`config.mk`:
```
export PLATFORM = sky130hd
export DESIGN_NAME = pipeline_stage4_mem_flat
export DESIGN_NICKNAME = d
export VERILOG_FILES = /design/src/rtl/pipeline_stage4_mem_if.sv /design/src/rtl/pipeline_stage4_mem.sv /design/src/flat_wrapper.sv
export SDC_FILE = /design/constraint.sdc
export NUM_CORES = 1
export LEC_CHECK = 0
export CAP_MARGIN = 20
export CELL_PAD_IN_SITES_DETAIL_PLACEMENT = 2
export CELL_PAD_IN_SITES_GLOBAL_PLACEMENT = 2
export CORE_MARGIN = 2
export CORE_UTILIZATION = 17
export DETAILED_ROUTE_END_ITERATION = 10
export GPL_TIMING_DRIVEN = 0
export PLACE_DENSITY = 0.75
export SLEW_MARGIN = 5
export SYNTH_ARGS = -nofsm -noshare
export SYNTH_HDL_FRONTEND = slang
export SYNTH_SLANG_ARGS = --single-unit
export TNS_END_PERCENT = 30
```
`constraint.sdc`:
```
create_clock -name clk -period 1.4 [get_ports clk]
set_input_delay 0.28 -clock clk [delete_from_list [all_inputs] [get_ports clk]]
set_output_delay 0.28 -clock clk [all_outputs]
set_load 0.02 [all_outputs]
```
`src/rtl/pipeline_stage4_mem_if.sv`:
```
// Data-memory bus between the MEM stage (master) and a single-port data memory (slave).
// A request is held stable until dmem_ready completes it or the stage aborts it.
interface pipeline_stage4_mem_if;
  logic        dmem_req;
  logic        dmem_we;
  logic [31:0] dmem_addr;
  logic [3:0]  dmem_be;
  logic [31:0] dmem_wdata;
  logic        dmem_ready;
  logic [31:0] dmem_rdata;

  modport master (
    output dmem_req, dmem_we, dmem_addr, dmem_be, dmem_wdata,
    input  dmem_ready, dmem_rdata
  );

  modport slave (
    input  dmem_req, dmem_we, dmem_addr, dmem_be, dmem_wdata,
    output dmem_ready, dmem_rdata
  );
endinterface

```
`src/rtl/pipeline_stage4_mem.sv`:
```
// RV32I memory stage: drives the data memory, formats load/store data, registers MEM/WB.
// Optional MEM_MISALIGN_EN: misaligned half/word accesses are suppressed and reported.
module pipeline_stage4_mem #(
  parameter int unsigned MAX_WAIT = 255
) (
  input  logic        clk,
  input  logic        rst,
  input  logic        RegWrite,
  input  logic        MemWrite,
  input  logic [1:0]  Result,
  input  logic [4:0]  RdD,
  input  logic [31:0] pc_incr4_out,
  input  logic [31:0] ALU_Result,
  input  logic [31:0] wdata,
  input  logic [1:0]  acc_type,
  input  logic        u,
  input  logic [6:0]  op,
  pipeline_stage4_mem_if.master dmem,
  output logic        stall_o,
  output logic        timeout_o,
  output logic        RegWrite_o,
  output logic [1:0]  Result_o,
  output logic [4:0]  RdD_o,
  output logic [31:0] pc_incr4_out_o,
  output logic [31:0] ALU_Result_o,
  output logic [6:0]  op_out,
  output logic [31:0] ReadData_o,
`ifdef MEM_MISALIGN_EN
  output logic        misalign_o,
  output logic [31:0] misalign_addr_o,
`endif
  output logic        dbg_state_o
);
  // Handshake: dmem_req stays high with stable address/data until a cycle where
  // dmem_ready is high (completion) or the watchdog aborts the access.
  typedef enum logic {IDLE = 1'b0, WAIT = 1'b1} state_e;

  localparam logic [7:0] MAX_W = 8'(MAX_WAIT);

  state_e      state_q, state_d;
  logic [7:0]  cnt_q, cnt_d;
  logic        regwrite_q, regwrite_d;
  logic [1:0]  result_q, result_d;
  logic [4:0]  rdd_q, rdd_d;
  logic [31:0] pc4_q, pc4_d;
  logic [31:0] alu_q, alu_d;
  logic [6:0]  op_q, op_d;
  logic [31:0] rdata_q, rdata_d;
  logic        timeout_q, timeout_d;

  logic [1:0]  lane;
  logic        is_load, misaligned, access, req, complete, abort;
  logic [7:0]  sel_byte;
  logic [15:0] sel_half;
  logic [31:0] load_ext;

  assign lane    = ALU_Result[1:0];
  assign is_load = (Result == 2'b01);

`ifdef MEM_MISALIGN_EN
  logic        mis_q, mis_d;
  logic [31:0] mis_addr_q, mis_addr_d;
  assign misaligned = (MemWrite | is_load) &
                      (((acc_type == 2'b01) & lane[0]) | (acc_type[1] & (lane != 2'b00)));
  assign misalign_o      = mis_q;
  assign misalign_addr_o = mis_addr_q;
`else
  assign misaligned = 1'b0;
`endif

  assign access = (MemWrite | is_load) & ~misaligned;

  always_comb begin
    state_d  = state_q;
    cnt_d    = cnt_q;
    req      = 1'b0;
    complete = 1'b0;
    abort    = 1'b0;
    if (state_q == IDLE) begin
      if (access) begin
        req = 1'b1;
        if (dmem.dmem_ready) begin
          complete = 1'b1;
        end else begin
          state_d = WAIT;
          cnt_d   = 8'd1;
        end
      end
    end else begin
      req = 1'b1;
      if (dmem.dmem_ready) begin
        complete = 1'b1;
        state_d  = IDLE;
        cnt_d    = '0;
      end else if (cnt_q == MAX_W) begin
        // watchdog expiry counts as completion so the pipeline can move on
        abort    = 1'b1;
        complete = 1'b1;
        state_d  = IDLE;
        cnt_d    = '0;
      end else begin
        cnt_d = cnt_q + 8'd1;
      end
    end
  end

  assign stall_o       = access & ~complete & ~rst;
  assign dmem.dmem_req = req & ~rst;
  assign dmem.dmem_we  = MemWrite;
  assign dmem.dmem_addr = {ALU_Result[31:2], 2'b00};

  always_comb begin
    dmem.dmem_be    = 4'b1111;
    dmem.dmem_wdata = wdata;
    if (MemWrite) begin
      case (acc_type)
        2'b00: begin
          dmem.dmem_be    = 4'b0001 << lane;
          dmem.dmem_wdata = {4{wdata[7:0]}};
        end
        2'b01: begin
          dmem.dmem_be    = 4'b0011 << {lane[1], 1'b0};
          dmem.dmem_wdata = {2{wdata[15:0]}};
        end
        default: ;
      endcase
    end
  end

  assign sel_byte = dmem.dmem_rdata[{lane, 3'b000} +: 8];
  assign sel_half = dmem.dmem_rdata[{lane[1], 4'b0000} +: 16];

  always_comb begin
    case (acc_type)
      2'b00:   load_ext = {{24{~u & sel_byte[7]}}, sel_byte};
      2'b01:   load_ext = {{16{~u & sel_half[15]}}, sel_half};
      default: load_ext = dmem.dmem_rdata;
    endcase
  end

  // MEM/WB: a bubble enters while stalled; aborted or misaligned loads never write back
  always_comb begin
    regwrite_d = RegWrite & ~abort & ~(misaligned & is_load);
    result_d   = Result;
    rdd_d      = RdD;
    if (stall_o) begin
      regwrite_d = 1'b0;
      result_d   = 2'b00;
      rdd_d      = 5'd0;
    end
    pc4_d     = pc_incr4_out;
    alu_d     = ALU_Result;
    op_d      = op;
    rdata_d   = (complete & ~abort & is_load) ? load_ext : rdata_q;
    timeout_d = abort;
  end

`ifdef MEM_MISALIGN_EN
  always_comb begin
    mis_d      = misaligned;
    mis_addr_d = misaligned ? ALU_Result : mis_addr_q;
  end

  always_ff @(posedge clk) begin
    if (rst) begin
      mis_q      <= 1'b0;
      mis_addr_q <= '0;
    end else begin
      mis_q      <= mis_d;
      mis_addr_q <= mis_addr_d;
    end
  end
`endif

  always_ff @(posedge clk) begin
    if (rst) begin
      state_q    <= IDLE;
      cnt_q      <= '0;
      regwrite_q <= 1'b0;
      result_q   <= '0;
      rdd_q      <= '0;
      pc4_q      <= '0;
      alu_q      <= '0;
      op_q       <= '0;
      rdata_q    <= '0;
      timeout_q  <= 1'b0;
    end else begin
      state_q    <= state_d;
      cnt_q      <= cnt_d;
      regwrite_q <= regwrite_d;
      result_q   <= result_d;
      rdd_q      <= rdd_d;
      pc4_q      <= pc4_d;
      alu_q      <= alu_d;
      op_q       <= op_d;
      rdata_q    <= rdata_d;
      timeout_q  <= timeout_d;
    end
  end

  assign RegWrite_o     = regwrite_q;
  assign Result_o       = result_q;
  assign RdD_o          = rdd_q;
  assign pc_incr4_out_o = pc4_q;
  assign ALU_Result_o   = alu_q;
  assign op_out         = op_q;
  assign ReadData_o     = rdata_q;
  assign timeout_o      = timeout_q;
  assign dbg_state_o    = (state_q == WAIT);
endmodule

```
`src/flat_wrapper.sv`:
```
// flat-port wrapper written by rule: the top's interface ports become plain ports
module pipeline_stage4_mem_flat 
#(
  parameter int unsigned MAX_WAIT = 255
)
  (clk, rst, RegWrite, MemWrite, Result, RdD, pc_incr4_out, ALU_Result, wdata, acc_type, u, op, stall_o, timeout_o, RegWrite_o, Result_o, RdD_o, pc_incr4_out_o, ALU_Result_o, op_out, ReadData_o, dbg_state_o, dmem_dmem_req, dmem_dmem_we, dmem_dmem_addr, dmem_dmem_be, dmem_dmem_wdata, dmem_dmem_ready, dmem_dmem_rdata);
  pipeline_stage4_mem_if dmem_i ();
  input  logic clk;
  input  logic rst;
  input  logic RegWrite;
  input  logic MemWrite;
  input  logic [1:0] Result;
  input  logic [4:0] RdD;
  input  logic [31:0] pc_incr4_out;
  input  logic [31:0] ALU_Result;
  input  logic [31:0] wdata;
  input  logic [1:0] acc_type;
  input  logic u;
  input  logic [6:0] op;
  output logic stall_o;
  output logic timeout_o;
  output logic RegWrite_o;
  output logic [1:0] Result_o;
  output logic [4:0] RdD_o;
  output logic [31:0] pc_incr4_out_o;
  output logic [31:0] ALU_Result_o;
  output logic [6:0] op_out;
  output logic [31:0] ReadData_o;
  output logic dbg_state_o;
  output wire logic [$bits(dmem_i.dmem_req)-1:0] dmem_dmem_req;
  output wire logic [$bits(dmem_i.dmem_we)-1:0] dmem_dmem_we;
  output wire logic [$bits(dmem_i.dmem_addr)-1:0] dmem_dmem_addr;
  output wire logic [$bits(dmem_i.dmem_be)-1:0] dmem_dmem_be;
  output wire logic [$bits(dmem_i.dmem_wdata)-1:0] dmem_dmem_wdata;
  input wire logic [$bits(dmem_i.dmem_ready)-1:0] dmem_dmem_ready;
  input wire logic [$bits(dmem_i.dmem_rdata)-1:0] dmem_dmem_rdata;
  assign dmem_dmem_req = dmem_i.dmem_req;
  assign dmem_dmem_we = dmem_i.dmem_we;
  assign dmem_dmem_addr = dmem_i.dmem_addr;
  assign dmem_dmem_be = dmem_i.dmem_be;
  assign dmem_dmem_wdata = dmem_i.dmem_wdata;
  assign dmem_i.dmem_ready = dmem_dmem_ready;
  assign dmem_i.dmem_rdata = dmem_dmem_rdata;
  pipeline_stage4_mem #(.MAX_WAIT(MAX_WAIT)) u_core (.clk(clk), .rst(rst), .RegWrite(RegWrite), .MemWrite(MemWrite), .Result(Result), .RdD(RdD), .pc_incr4_out(pc_incr4_out), .ALU_Result(ALU_Result), .wdata(wdata), .acc_type(acc_type), .u(u), .op(op), .dmem(dmem_i), .stall_o(stall_o), .timeout_o(timeout_o), .RegWrite_o(RegWrite_o), .Result_o(Result_o), .RdD_o(RdD_o), .pc_incr4_out_o(pc_incr4_out_o), .ALU_Result_o(ALU_Result_o), .op_out(op_out), .ReadData_o(ReadData_o), .dbg_state_o(dbg_state_o));
endmodule
```
==> Word level (Yosys, flattened, before mapping) <==
Index checks and enable logic that the tools add are counted.
{ "totals": {"wordCells": 60, "out_inout_bits": 184, "input_bits": 150, "regBits": 121} }
{ "classes": {"eq_ne": 4, "addsub": 1, "shift": 4, "n_reduce_logical": 4, "muxes": 24, "n_bitwise": 13} }
{ "ops": {"columns": ["cell", "count"], "rows": [
  ["$pmux W32 S2", 2],
  ["$mux W8", 5],
  ["$mux W32", 1],
  ["$shiftx A32 B6 Y16", 1],
  ["$shiftx A32 B6 Y8", 1],
  ["$mux W1", 14],
  ["$add A8 B1 Y8 const B", 1],
  ["$and A1 B1 Y1", 8],
  ["$eq A8 B8 Y1 const B", 1],
  ["$pmux W4 S2", 1],
  ["$eq A2 B1 Y1 const B", 2],
  ["$mux W4", 1],
  ["$not A1 Y1", 4],
  ["$shl A1 B2 Y4 const A", 1],
  ["$shl A2 B2 Y4 const A", 1],
  ["$logic_not A2 Y1", 1],
  ["$ne A2 B1 Y1 const B", 1],
  ["$reduce_and A2 Y1", 1],
  ["$reduce_bool A2 Y1", 1],
  ["$reduce_or A2 Y1", 1],
  ["$or A1 B1 Y1", 1]
]} }

==> Depth between registers and ports, before layout <==
{ "logic_depth": {"depth_word": 8, "depth_mapped": 6, "ltp_nobuf": 5} }

==> Worst setup path before layout <==
No wires, ideal clock.
{ "synth_path": {"kind": "register -> output", "from": "register u_core.cnt_q[0]", "to": "output port stall_o", "n_path_buf": 0, "slack_ps": -322, "path_stages_with_launch": 5, "arrival_time_ps": 1442, "cell_sequence": "dfxtp_1 > ha_1 > and3_1 > and3_1 > nor3b_1"} }
{ "synth_via": {"elab_chain_len": 7} }
{ "synth_lines": {"columns": ["item", "line", "rtl"], "rows": [
  ["start, declared", "pipeline_stage4_mem.sv:41", "logic [7:0] cnt_q, cnt_d;"],
  ["start signal, assigned", "pipeline_stage4_mem.sv:189", "cnt_q <= cnt_d;"],
  ["$eq A8 B8 Y1", "pipeline_stage4_mem.sv:95", "end else if (cnt_q == MAX_W) begin"],
  ["$mux W1", "pipeline_stage4_mem.sv:95", null],
  ["$mux W1", "pipeline_stage4_mem.sv:91", "if (dmem.dmem_ready) begin"],
  ["$mux W1", "pipeline_stage4_mem.sv:79", "if (state_q == IDLE) begin"],
  ["$not A1 Y1", "pipeline_stage4_mem.sv:107", "assign stall_o = access & ~complete & ~rst;"],
  ["$and A1 B1 Y1 (2 in a row)", "pipeline_stage4_mem.sv:107", null],
  ["end, declared", "flat_wrapper.sv:20", "output logic stall_o;"]
]} }
Every way passes these cells.

==> Worst setup path in the final report <==
Same ends and word-level chain as after synthesis.

==> out/results.tsv <==
metric	value	unit
final_core_util	33.63	%
yosysMostFrequentCell	dfxtp_1	
antenna_found_initial	1	
hp-class	input port to flop	
routedWlPerCell	18.75	um
post-route-drc-count	0	
vias	5451	
antenna_cells	0	
tritoncts	yes	
synth_top_cells_by_area	dfxtp_1 48%, nor2b_1 9.8%, buf_4 6.7%	
holdPathEnd	u_core.Result_o[0]	
reg2reg_slack	0	ns
synthFlopType	dfxtp_1	
fill_cells	3274	
rsz0062_at_grt	yes	
reg2reg_from	u_core.dbg_state_o	
drt_first_pass_iters	4	
netlist_instances	551	
dpl-instance-area	8862	um2
outcome	complete, but fails checks	
dp_hpwl	19390	um
final_area	9915	um2
layout-drive-gt1-share	31.79	%
finalPower	10.07	mW
pin_count	334	
synth_top_area_cell	dfxtp_1	
die-width	176.6	um
drv_slew	0	
synth_top_area_share	47.85	%
grt_remaining_overflow	0	
syn_avg_cell_area	9.188	um2
htree_levels	4	
numCtsBuffers	17	
hold_buffers	0	
ys_seq_elements	121	
cpPeakStageDelay	0.35	ns
crit_top_cell	and3_4	
nets	1088	
rows	63	
synth-seq-area-share	47.85	%
area_delta_synth_final	95.85	%
reg2reg_to	u_core.cnt_q[7]	
critPathLaunchType	flop	
ys_top_cells_by_count	121 x dfxtp_1, 79 x nor2b_1, 75 x nand2_1	
port-buffer-count	330	
tns	-1.806	ns
synth_area	5062	um2
ant_nets	0	
period_minus_slack	1.871	ns
clkLatencyLatePin	0.41	ns
whs_path_depth	2	
drtIter0Drc	98	
maxSlewHeadroom	54.97	%
core	29480	um2
routabilityCongestion	0.7831	
crit_arrival	1.59	ns
ff2ff_path_depth	5	
setup_viol	12	
clk_pin_slew	0.06	ns
timing.final.crit_share	133.6	%
ys_types	47	
routed_wl	25130	um
path_class	flop to primary output	
dp_worst_setup_slack	-1.700	ns
crit_chain	ha_4 > and3_4 > and3_4 > nor3b_2 > buf_4	
placed_cells	1272	
synth-edff-count	0	
grt_max_degree	17	
die_h	176.6	um
clock.fmax	0.5345	GHz
irDropWorstVdd	723.8	uV
fin_cells	1340	
crit_slowest_cell	dfxtp_4	
clock_skew	0.01044	ns
cp_max_fo	2	
cts_sinks	121	
required	1.12	ns
violations	setup timing	
die_area	31180	um2
yosys_warnings	0	
p_per_area	1016	nW/um2
viasPerCell	4.068	
finalHoldViolCount	0	
grt_pass1_wl	36720	um
worst_pin_slew	0.6754	ns
leakage	4.257	nW
ctsRootBufferMaster	clkbuf_16	
final.setup.worst_slack	-0.4709	ns
hold_slack	0.1612	ns
clockBufferDepth	2	
grt_usage	15.84	%
cp-end-kind	primary output	
synthArstFlopShare	0	%
initial_core_util	17.17	%
first_global_vias	5959	
worstHoldStart	Result[0]	
cap_violations	0	
cells in the final DEF, fill, tap and decap left out, types with 9 or more instances in the layout:
cell type and count:
buf_4 102, buf_2 9, a211oi_1 25, clkbuf_1 12
clkdlybuf4s50_1 122, nand3_1 9, clkdlybuf4s15_1 19, o21ai_0 14
dfxtp_1 115, nor2_1 30, and2_1 12, clkbuf_2 11
nand2_1 59, clkbuf_16 19, dlygate4sd2_1 94, mux2i_1 11
clkdlybuf4s15_2 19, nand2_2 14, buf_6 36, a21oi_1 11
nor2b_1 78
metal layers:
metal  up-vias  share of wire [%]  GRT usage [%]  wire [um]
li1       2583                  -              -          -
met1      2602                 37          16.27       9180
met2       244                 53          29.69      13280
met3        22                9.0          5.663       2255
met4         0                1.7          5.096        415
met5         -                  0              0          0
worst max-delay path: cells and delay by family (launching register included):
family	cells	cell delay (ns)
buf+inv	1	0.18
simple gates	3	0.50
flops	1	0.35
fa+ha+maj	1	0.15
state kept, by name, summed over array words and instances (netlist names):
signal,cells
u_core.op_out,7
u_core.pc_incr4_out_o,32
u_core.ReadData_o,32
u_core.timeout_o,1
u_core.cnt_q,8
u_core.dbg_state_o,1
u_core.ALU_Result_o,32
u_core.Result_o,2
u_core.RdD_o,5
u_core.RegWrite_o,1
worst max path at each step:
| stage | slack, ns | from | end | depth (start not counted) |
|---|---|---|---|---|
| finish | -0.47 | u_core.cnt_q[0] | stall_o | 5 |
| global route | -0.55 | u_core.cnt_q[0] | stall_o | 5 |
| CTS | -0.50 | u_core.cnt_q[0] | stall_o | 5 |
| detailed placement | -1.70 | acc_type[1] | dmem_dmem_wdata[30] | 7 |
| global placement | -1.72 | acc_type[1] | dmem_dmem_wdata[30] | 7 |
| floorplan | -0.14 | u_core.cnt_q[0] | stall_o | 4 |
repair_timing:
item                                    4_1_cts  5_1_grt
pin swaps                                    26        9
cloned                                        1        1
resized for setup                           552       66
endpoints found under the setup margin      230       98
setup buffers                                35        6
power by group:
part	internal (mW)	switching [mW]	total (mW)
combinational	1.13	1.12	2.25
clock	2.35	1.80	4.15
sequential	3.61	0.0613	3.68
cell type report:
class                           count  area, um2  share of cell area, %
Buffer                             70      556.8                  5.616
Clock buffer                       18      439.2                  4.430
Clock inverter                     14      108.9                  1.098
Inverter                            3      22.52                 0.2272
Multi-Input combinational cell    356       2432                  24.53
Sequential cell                   121       2435                  24.56
Tap cell                          390      488.0                  4.922
Timing Repair Buffer              368       3432                  34.62
kinds of logic after synthesis:
logic type / synth area share (%)
AND/OR/NAND/NOR: 23.83
flip-flops: 47.85
AO/OA/AOI/OAI: 12.75
buffers and inverters: 9.417
multiplexers: 5.487
XOR/XNOR: 0.3461
adder cells (fa/ha/maj): 0.2471
other: 0.07408
Note: power is estimated with default switching activity, not from simulation.
==> variant (same flow settings) <==
Put a register stage on the output `dbg_state_o`, without a reset. The value now appears one clock later. The other outputs are not delayed to match.
--- a/src/rtl/pipeline_stage4_mem.sv
+++ b/src/rtl/pipeline_stage4_mem.sv
@@ -206,6 +206,8 @@
   assign op_out         = op_q;
   assign ReadData_o     = rdata_q;
   assign timeout_o      = timeout_q;
-  assign dbg_state_o    = (state_q == WAIT);
+  always_ff @(posedge clk) begin
+    dbg_state_o <= (state_q == WAIT);
+  end
 endmodule
 
Formal check against the unedited RTL: not equivalent (a bounded check fails within 4 cycles, from zero or initial values and one cycle with rst high).
==> variant against the original RTL <==
  * The run still ends with setup timing left
  * Sequential cell count up 1
  * Largest power group unchanged
  * Critical endpoint unchanged
  * Sequential share of layout area down 0.30 points
  * Critical path depth did not move
  * Power up 8.6%
  * Cell area is 2.1% higher
  * Die area up 0.39%
  * Area after synthesis up 0.40%
  * Worst setup slack lost 59 ps
  * Routed wire length is 1.5% higher
  * Worst hold slack got worse by 1.4 ps
  * Synthesized cell count is 0.18% higher
  * First-iteration DRC count is 5.1% higher
  * Core utilization rose by 0.62 points
==> variant: results (changes against the original RTL) <==
Yosys
  – Sequential-to-total area share from yosys stat: 48.1% (was 47.8%)
  – Post-synthesis area per instance: 9.21 sq um (was 9.19 sq um)
  – Synth top cells by count: dfxtp_1, nor2b_1, nand2_1 (unchanged)
  – Synth top area cells: dfxtp_1, nor2b_1, buf_4 (unchanged)

STA
  – Final Setup Violations: 25 (was 12)
  – Post-route setup slack: -530 ps (was -471 ps)
  – Final Skew: 15.2 ps (was 10.4 ps)
  – Setup TNS: -2520 ps (was -1810 ps)

Placed design
  – RD Place Congestion: 0.775 (was 0.783)
  – Worst slack at placement: -1730 ps (was -1700 ps)
  – DP HPWL: 19300 um (was 19400 um)
  – Placed Area: 8880 sq um (was 8860 sq um)

Pwr
  – Maximum VDD drop: 0.000720 V (was 0.000724 V)
  – P_leak: 4.37 nW (was 4.26 nW)
  – Internal power: 8.05 mW (was 7.10 mW)

Run status
  – Violations in the final reports: setup timing (unchanged)
  – Outcome: complete, but fails checks (unchanged)

Global route
  – Initial antenna violation count: 2 (was 1)
  – First-pass GRT wire length: 36500 um (was 36700 um)
  – GRT Overall Usage: 15.7% (was 15.8%)
  – Pin count of the biggest net entering global routing: 17 (unchanged)
  – Vias in the first global route: 6045 (was 5959)

Detailed routing
  – Final WL: 25500 um (was 25100 um)
  – Vias: 5499 (was 5451)
  – Starting DRC count in detailed routing: 103 (was 98)

Finish
  – Area Growth Syn to Fin: 99.2% (was 95.8%)
  – Layout cells sized above 1: 30.0% (was 31.8%)
  – Fin cells: 1346 (was 1340)

Setup path
  – Critical path arrival: 1650 ps (was 1590 ps)

Clock tree
  – Total CTS buffers: 17 (unchanged)
-- variant: cell families (layout without fill, tap and decap cells) --
family / Yosys count / count (layout) / synth area share (%)
flip-flops: 122 / 122 / 48.1
other: 1 / 2 / 0.0738
multiplexers: 24 / 24 / 5.47
XOR/XNOR: 2 / 2 / 0.345
buffers and inverters: 75 / 478 / 9.38
AO/OA/AOI/OAI: 93 / 93 / 12.7
AND/OR/NAND/NOR: 234 / 234 / 23.7
adder cells (fa/ha/maj): 1 / 1 / 0.246
-- variant: power groups by stage --
stage	logic [mW]	clock network, mW	registers, mW
floorplan	0.720	0	3.99
global placement	2.17	0	3.78
detailed placement	2.20	0	3.79
CTS	2.21	5.12	3.71
global route	2.44	5.27	3.72
finish	2.28	4.96	3.70
-- variant: path summary, 6_finish.rpt --
| kind | startpoint | endpoint | slack (ps) | depth (start not counted) |
|---|---|---|---|---|
| max | u_core.cnt_q[0]$_SDFFE_PP0P_ | stall_o | -530 | 5 |
| min | ALU_Result[0] | u_core.ALU_Result_o[0]$_SDFF_PP0_ | 160 | 2 |
| max reg2reg | u_core.cnt_q[1]$_SDFFE_PP0P_ | u_core.RdD_o[1]$_SDFF_PP0_ | -40 | 7 |
| min reg2reg | u_core.ReadData_o[9]$_SDFFE_PP0P_ | u_core.ReadData_o[9]$_SDFFE_PP0P_ | 480 | 2 |
-- variant: final cells by class --
cell class	instances	share of cell area [%]
Timing Repair Buffer	371	34.4
Sequential cell	122	24.3
Multi-Input combinational cell	356	23.9
Buffer	72	5.96
Tap cell	390	4.82
Clock buffer	21	4.55
Clock inverter	11	1.90
Inverter	3	0.222
-- variant: critical path, cell delays in order, from the launching register on --
cell and delay, ps:
dfxtp_4 350, ha_4 150, and3_4 170, and3_4 190, nor3b_4 210, buf_6 160
-- variant: what timing repair did --
action                     4_1_cts  5_1_grt
hold endpoints to repair         0        0
pin swaps                       14       19
gates resized for setup        518       87
setup endpoints to repair      230       72
setup buffers                   29       11
cloned                           1        0
-- variant: metal layers --
metal	up-vias	global-route usage [%]	part of all wire [%]
met5	-	0	0.10
met1	2617	16.4	38
met3	33	5.65	8.7
met4	4	4.55	1.9
li1	2594	-	-
met2	251	29.2	51
